`config.mk`:
```
export PLATFORM = sky130hd
export DESIGN_NAME = seg_scan_ctrl_flat
export DESIGN_NICKNAME = d
export VERILOG_FILES = /design/src/rtl/seg_scan_if.sv /design/src/rtl/seg_scan_ctrl.sv /design/src/flat_wrapper.sv
export SDC_FILE = /design/constraint.sdc
export NUM_CORES = 1
export LEC_CHECK = 0
export ABC_AREA = 1
export BUFFER_PORTS_ARGS = -buffer_cell sky130_fd_sc_hd__buf_2
export CAP_MARGIN = 30
export CORE_ASPECT_RATIO = 1.2
export CORE_UTILIZATION = 45
export DETAILED_ROUTE_END_ITERATION = 10
export HOLD_SLACK_MARGIN = 0.02
export PLACE_DENSITY = 0.63
export REMOVE_ABC_BUFFERS = 1
export SYNTH_ARGS = -nofsm -noshare
export SYNTH_HDL_FRONTEND = slang
export SYNTH_SLANG_ARGS = --single-unit
```
`constraint.sdc`:
```
create_clock -name clk_d -period 1.71 [get_ports clk_d]
set_clock_uncertainty 0.05 [all_clocks]
set_input_delay 0.2565 -clock clk_d [delete_from_list [all_inputs] [get_ports clk_d]]
set_output_delay 0.2565 -clock clk_d [all_outputs]
set_load 0.02 [all_outputs]
```
`src/rtl/seg_scan_if.sv`:
```
// Control bus between the game FSM and the seven-segment scan controller.
// Handshake: load_d is a single-cycle request, sampled on the rising clock
// edge and accepted only when busy_d is low. busy_d rises on the cycle after
// acceptance and falls when the displayed value is updated. A request made
// while busy_d is high is dropped; load_d may be raised again on the cycle
// busy_d falls.
interface seg_scan_if #(
  parameter int VAL_W = 14
);
  logic [2:0]       mode_d;
  logic [VAL_W-1:0] value_d;
  logic             load_d;
  logic             blink_en_d;
  logic             busy_d;
  logic [1:0]       dbg_state_d;  // conversion FSM state, for observation only

  modport master (
    output mode_d, value_d, load_d, blink_en_d,
    input  busy_d, dbg_state_d
  );

  modport slave (
    input  mode_d, value_d, load_d, blink_en_d,
    output busy_d, dbg_state_d
  );
endinterface

```
`src/rtl/seg_scan_ctrl.sv`:
```
// Multiplexed seven-segment display controller: scans NUM_DIGITS common-anode
// digits and shows either a fixed game message or a binary count converted to
// BCD by a sequential double-dabble engine.
module seg_scan_ctrl #(
  parameter int NUM_DIGITS  = 4,
  parameter int VAL_W       = 14,
  parameter int REFRESH_DIV = 100000,
  parameter int BLINK_LOG2  = 9
) (
  input  logic                  clk_d,
  input  logic                  rst_n_d,
  seg_scan_if.slave             ctrl,
  output logic [NUM_DIGITS-1:0] an_d,
  output logic [7:0]            seg_d
);

  localparam int CNT_W  = (REFRESH_DIV > 1) ? $clog2(REFRESH_DIV) : 1;
  localparam int IDX_W  = $clog2(NUM_DIGITS);
  localparam int ITER_W = $clog2(VAL_W + 1);
  localparam int BCD_W  = 4 * NUM_DIGITS;

  function automatic logic [63:0] pow10(input int n);
    logic [63:0] r;
    r = 64'd1;
    for (int i = 0; i < n; i++) r = r * 64'd10;
    return r;
  endfunction

  localparam logic [63:0] OVF_LIMIT = pow10(NUM_DIGITS);

  typedef enum logic [1:0] {
    S_IDLE  = 2'd0,
    S_SHIFT = 2'd1,
    S_DONE  = 2'd2
  } conv_state_e;

  // Add 3 to every BCD nibble that is 5 or more before the shift.
  function automatic logic [BCD_W-1:0] dabble_adj(input logic [BCD_W-1:0] b);
    logic [BCD_W-1:0] r;
    r = b;
    for (int i = 0; i < NUM_DIGITS; i++)
      if (b[4*i +: 4] >= 4'd5) r[4*i +: 4] = b[4*i +: 4] + 4'd3;
    return r;
  endfunction

  function automatic logic [7:0] digit_code(input logic [3:0] n);
    case (n)
      4'd0:    digit_code = 8'hC0;
      4'd1:    digit_code = 8'hF9;
      4'd2:    digit_code = 8'hA4;
      4'd3:    digit_code = 8'hB0;
      4'd4:    digit_code = 8'h99;
      4'd5:    digit_code = 8'h92;
      4'd6:    digit_code = 8'h82;
      4'd7:    digit_code = 8'hF8;
      4'd8:    digit_code = 8'h80;
      4'd9:    digit_code = 8'h90;
      default: digit_code = 8'hFF;
    endcase
  endfunction

  logic [CNT_W-1:0]      cnt_q;
  logic [IDX_W-1:0]      idx_q;
  logic [BLINK_LOG2:0]   blink_q;

  conv_state_e           state_q, state_d;
  logic [VAL_W-1:0]      bin_q, bin_d;
  logic [VAL_W-1:0]      val_q, val_d;
  logic [BCD_W-1:0]      scr_q, scr_d;
  logic [ITER_W-1:0]     iter_q, iter_d;
  logic [BCD_W-1:0]      disp_q, disp_d;
  logic                  ovf_q, ovf_d;

  logic [NUM_DIGITS-1:0] an_q, an_n;
  logic [7:0]            seg_q, seg_n;

  // Refresh counter, digit index and blink phase counter.
  always_ff @(posedge clk_d) begin
    if (!rst_n_d) begin
      cnt_q   <= '0;
      idx_q   <= '0;
      blink_q <= '0;
    end else if (cnt_q == CNT_W'(REFRESH_DIV - 1)) begin
      cnt_q   <= '0;
      idx_q   <= (idx_q == IDX_W'(NUM_DIGITS - 1)) ? '0 : idx_q + IDX_W'(1);
      blink_q <= blink_q + (BLINK_LOG2 + 1)'(1);
    end else begin
      cnt_q   <= cnt_q + CNT_W'(1);
    end
  end

  // Conversion FSM and displayed-value registers.
  always_ff @(posedge clk_d) begin
    if (!rst_n_d) begin
      state_q <= S_IDLE;
      bin_q   <= '0;
      val_q   <= '0;
      scr_q   <= '0;
      iter_q  <= '0;
      disp_q  <= '0;
      ovf_q   <= 1'b0;
    end else begin
      state_q <= state_d;
      bin_q   <= bin_d;
      val_q   <= val_d;
      scr_q   <= scr_d;
      iter_q  <= iter_d;
      disp_q  <= disp_d;
      ovf_q   <= ovf_d;
    end
  end

  // Double-dabble next state: one adjust+shift per SHIFT cycle; the displayed
  // value only changes in DONE so partial results are never shown.
  always_comb begin
    state_d = state_q;
    bin_d   = bin_q;
    val_d   = val_q;
    scr_d   = scr_q;
    iter_d  = iter_q;
    disp_d  = disp_q;
    ovf_d   = ovf_q;
    case (state_q)
      S_IDLE: begin
        if (ctrl.load_d) begin
          val_d   = ctrl.value_d;
          bin_d   = ctrl.value_d;
          scr_d   = '0;
          iter_d  = '0;
          state_d = S_SHIFT;
        end
      end
      S_SHIFT: begin
        {scr_d, bin_d} = {dabble_adj(scr_q), bin_q} << 1;
        iter_d = iter_q + ITER_W'(1);
        if (iter_q == ITER_W'(VAL_W - 1)) state_d = S_DONE;
      end
      S_DONE: begin
        disp_d  = scr_q;
        ovf_d   = (64'(val_q) >= OVF_LIMIT);
        state_d = S_IDLE;
      end
      default: state_d = S_IDLE;
    endcase
  end

  assign ctrl.busy_d      = (state_q != S_IDLE);
  assign ctrl.dbg_state_d = state_q;

  // Segment pattern for the digit currently selected by the scan index.
  always_comb begin
    logic       lead_nz;
    logic [3:0] nib;
    seg_n   = 8'hFF;
    an_n    = ~(NUM_DIGITS'(1) << idx_q);
    lead_nz = 1'b0;
    nib     = disp_q[4*idx_q +: 4];
    for (int j = 0; j < NUM_DIGITS; j++)
      if (j >= int'(idx_q) && disp_q[4*j +: 4] != 4'd0) lead_nz = 1'b1;
    case (ctrl.mode_d)
      3'd1: begin
        if (ovf_q)                         seg_n = 8'hBF;
        else if (lead_nz || idx_q == '0)   seg_n = digit_code(nib);
      end
      3'd2: begin
        case (idx_q)
          IDX_W'(3): seg_n = 8'hA1;
          IDX_W'(2): seg_n = 8'hAF;
          IDX_W'(1): seg_n = 8'h88;
          IDX_W'(0): seg_n = 8'hC1;
          default:   seg_n = 8'hFF;
        endcase
      end
      3'd3: begin
        case (idx_q)
          IDX_W'(3): seg_n = 8'h8C;
          IDX_W'(2): seg_n = 8'hF9;
          default:   seg_n = 8'hFF;
        endcase
      end
      3'd4: begin
        case (idx_q)
          IDX_W'(3): seg_n = 8'h8C;
          IDX_W'(2): seg_n = 8'hA4;
          default:   seg_n = 8'hFF;
        endcase
      end
      default: seg_n = 8'hFF;
    endcase
    if (ctrl.blink_en_d && blink_q[BLINK_LOG2]) seg_n = 8'hFF;
  end

  // Registered anode and segment pins.
  always_ff @(posedge clk_d) begin
    if (!rst_n_d) begin
      an_q  <= '1;
      seg_q <= 8'hFF;
    end else begin
      an_q  <= an_n;
      seg_q <= seg_n;
    end
  end

  assign an_d  = an_q;
  assign seg_d = seg_q;

endmodule
```
`src/flat_wrapper.sv`:
```
// flat-port wrapper written by rule: the top's interface ports become plain ports
module seg_scan_ctrl_flat 
#(
  parameter int NUM_DIGITS  = 4,
  parameter int VAL_W       = 14,
  parameter int REFRESH_DIV = 100000,
  parameter int BLINK_LOG2  = 9
)
  (clk_d, rst_n_d, an_d, seg_d, ctrl_mode_d, ctrl_value_d, ctrl_load_d, ctrl_blink_en_d, ctrl_busy_d, ctrl_dbg_state_d);
  seg_scan_if #(.VAL_W(VAL_W)) ctrl_i ();
  input  logic clk_d;
  input  logic rst_n_d;
  output logic [NUM_DIGITS-1:0] an_d;
  output logic [7:0] seg_d;
  input wire logic [$bits(ctrl_i.mode_d)-1:0] ctrl_mode_d;
  input wire logic [$bits(ctrl_i.value_d)-1:0] ctrl_value_d;
  input wire logic [$bits(ctrl_i.load_d)-1:0] ctrl_load_d;
  input wire logic [$bits(ctrl_i.blink_en_d)-1:0] ctrl_blink_en_d;
  output wire logic [$bits(ctrl_i.busy_d)-1:0] ctrl_busy_d;
  output wire logic [$bits(ctrl_i.dbg_state_d)-1:0] ctrl_dbg_state_d;
  assign ctrl_i.mode_d = ctrl_mode_d;
  assign ctrl_i.value_d = ctrl_value_d;
  assign ctrl_i.load_d = ctrl_load_d;
  assign ctrl_i.blink_en_d = ctrl_blink_en_d;
  assign ctrl_busy_d = ctrl_i.busy_d;
  assign ctrl_dbg_state_d = ctrl_i.dbg_state_d;
  seg_scan_ctrl #(.NUM_DIGITS(NUM_DIGITS), .VAL_W(VAL_W), .REFRESH_DIV(REFRESH_DIV), .BLINK_LOG2(BLINK_LOG2)) u_core (.clk_d(clk_d), .rst_n_d(rst_n_d), .ctrl(ctrl_i), .an_d(an_d), .seg_d(seg_d));
endmodule
```
==> flow_summary.ini <==
[status]
status = finished with violations
violations = DRC

[clock_network]
clockBufferDepth = 2
tritoncts = done
clock_sinks = 103
clkSlewWorstSetupHoldPaths_ns = 0.06
cts_buffers = 9
clock_latency_ns = 0.35
cts_hold_buf = 0
cts_root_buffer = clkbuf_16
cts.htree.levels = 3

[detailed_routing]
viasPerCell = 5.176
vias = 4431
drt_iter0_markers = 183
wl_per_cell_um = 12.41
wl_um = 10620
dr.pass1.iters = 7
drc = 3
ant_nets = 0

[min_path]
hold_depth = 3
min_path_type = primary input to flip-flop

[synth]
ys_ff_latch = 103
ys_types = 38
synth_edf_count = 0
avgSynthCellArea_sq_um = 7.285
ys.flop_type = dfxtp_1
seq_area_frac_synth_pct = 41.26
ys_warn_count = 0
syn-cell-area_sq_um = 4997
synth_cells = 686
async_flop_share_pct = 0

[worst_setup_path]
critPathTopFamily = simple AND/OR/NAND/NOR gates
critPathSlowestCell = dfxtp_1
cp_num_cells = 7
crit_fanout = 5
path_buf_inv = 1
required_ns = 1.88
critPathMaxStageDelay_ns = 0.41
crit_path_start_kind = flip-flop
critical_path.endpoint_type = flip-flop
arrival_ns = 1.79
cp_cell_sequence = inv_1, ha_1, or2_2, nand3_1, a21oi_1, o21ai_0, a21oi_1
crit_path_frequent_cell = a21oi_1
reg2reg_depth = 7
crit_type = flip-flop to flip-flop

[grt]
track_usage_pct = 19.28
grt_pass1_vias = 4056
antenna_found_initial = 0
grt_pass1_wl_um = 18240
grt-ovfl-total = 0
grt_max_degree = 49

[place]
place_congestion = 0.8161
numPortBuffers = 34
place_hpwl_um = 7525

[sta]
finalCritPeriodShare_pct = 94.97
worst_slew_pin_slew_ns = 0.5061
period_needed_ns = 1.624
grt_setup_unrepaired = no
final-setup-viol-count = 0
slew_violations = 0
fmax_mhz = 615.8
finalHoldViolations = 0
slew_headroom_pct = 66.26

[cells_and_area]
area_growth_pct = 12.92
drive_gt1_share_pct = 14.58
final_nets = 767
n_fill_cell = 1070
final_cell_mix = nand2_1, dfxtp_1, a21oi_1
final_common_cell = nand2_1
finalCoreUtilization_pct = 52.88
diodes = 0
seqCellArea_sq_um = 2068
multi_input_area_sq_um = 2610

[die]
floorplan.initialDensity_pct = 46.83
die_y_um = 117.4
core.rowCount = 41
core_area_sq_um = 10670
ioPinCount = 36
die_area_sq_um = 11530
die-width_um = 98.20

[power_and_ir_drop]
power.density_nw_per_um2 = 826.4
ir_drop_v = 0.0004331
p_leak_nw = 2.265
total_power_w = 0.004663

[run]
drv_cap = 0
-- metal layers --
metal | part of all wire (%) | global-route usage, %
met4 | 1.9 | 8.862
met3 | 2.6 | 3.039
met2 | 49 | 32.39
met5 | 0 | 0
met1 | 47 | 24.11
-- flip-flops by register name, indices dropped and copies added (netlist names) --
signal and count:
u_core.iter_q 4, u_core.ctrl.dbg_state_d 2, u_core.cnt_q 17, u_core.scr_q 16, u_core.blink_q 10, u_core.seg_d 7, u_core.idx_q 2, u_core.an_d 4
u_core.ovf_q 1, u_core.bin_q 14, u_core.disp_q 16, u_core.val_q 10
-- cell families (layout without fill, tap and decap cells) --
logic type / after synthesis / after routing / synth area share (%)
xor+xnor: 17 / 17 / 2.980
fa+ha+maj: 23 / 23 / 5.759
simple gates: 334 / 334 / 29.77
compound gates: 122 / 122 / 13.07
buf+inv: 86 / 127 / 7.085
flops: 103 / 103 / 41.26
other cells: 1 / 1 / 0.07504
-- synth_stat cells, drive strengths merged (2+ instances only) --
cell type | n | share of area [%]
xor2 | 14 | 2.5
or2 | 7 | 0.88
nand2 | 193 | 15
nand4 | 12 | 1.5
nand3b | 2 | 0.30
nor2 | 53 | 4.4
a21oi | 64 | 6.5
dfxtp | 103 | 41
o21ai | 37 | 3.7
inv | 63 | 4.7
clkbuf | 10 | 0.78
nor3 | 9 | 1.1
a31oi | 13 | 1.6
ha | 23 | 5.8
buf | 12 | 1.5
nand3 | 56 | 6.3
o22ai | 5 | 0.63
xnor2 | 3 | 0.53
-- timing repair --
item | in CTS | in global routing
setup endpoints to repair | 1 | 37
gates resized for setup | 1 | 14
buffers inserted | 0 | 3
pin swaps | 0 | 1
-- worst paths after layout --
check	to	from	slack, ns
worst min register to register	u_core.cnt_q[0]	u_core.cnt_q[0]	0.41
worst min-delay path	u_core.bin_q[0]	ctrl_value_d[0]	0.11
worst max-delay path	u_core.scr_q[10]	u_core.scr_q[8]	0.09
worst max register to register	u_core.scr_q[10]	u_core.scr_q[8]	0.09
-- report_power, final --
group	switching [W]	internal [W]	total, W
combinational	0.000216	0.000112	0.000328
sequential	0.0000319	0.00246	0.00249
clock	0.000869	0.000975	0.00184
-- area by class of cell --
| class | instances | share of cell area (%) |
|---|---|---|
| timing repair buffer | 48 | 5.322 |
| clock buffer | 11 | 4.124 |
| tap | 129 | 2.860 |
| multi-input combinational | 497 | 46.25 |
| clock inverter | 4 | 0.4213 |
| inverter | 64 | 4.368 |
| sequential | 103 | 36.65 |
-- worst register-to-register path, stage by stage, from the launching register on --
cell and delay [ns]:
dfxtp_1 0.41, inv_1 0.12, ha_1 0.22, or2_2 0.32, nand3_1 0.13, a21oi_1 0.08
o21ai_0 0.09, a21oi_1 0.08
-- through the flow --
| stage | instance area, sq um | instances | setup TNS, ns | worst slack [ns] | hold WS (ns) |
|---|---|---|---|---|---|
| floorplan | 4885 | 664 | -0.03474 | -0.02299 | 0.2755 |
| global placement | 5324 | 838 | 0 | 0.08719 | 0.3832 |
| detailed placement | 5324 | 838 | 0 | 0.004890 | 0.3963 |
| CTS | 5582 | 853 | 0 | 0.06464 | 0.1106 |
| global route | 5643 | 856 | 0 | 0.0009999 | 0.1257 |
| finish | 5643 | 856 | 0 | 0.08607 | 0.1089 |
No activity file was read; power rests on OpenSTA's default activity.
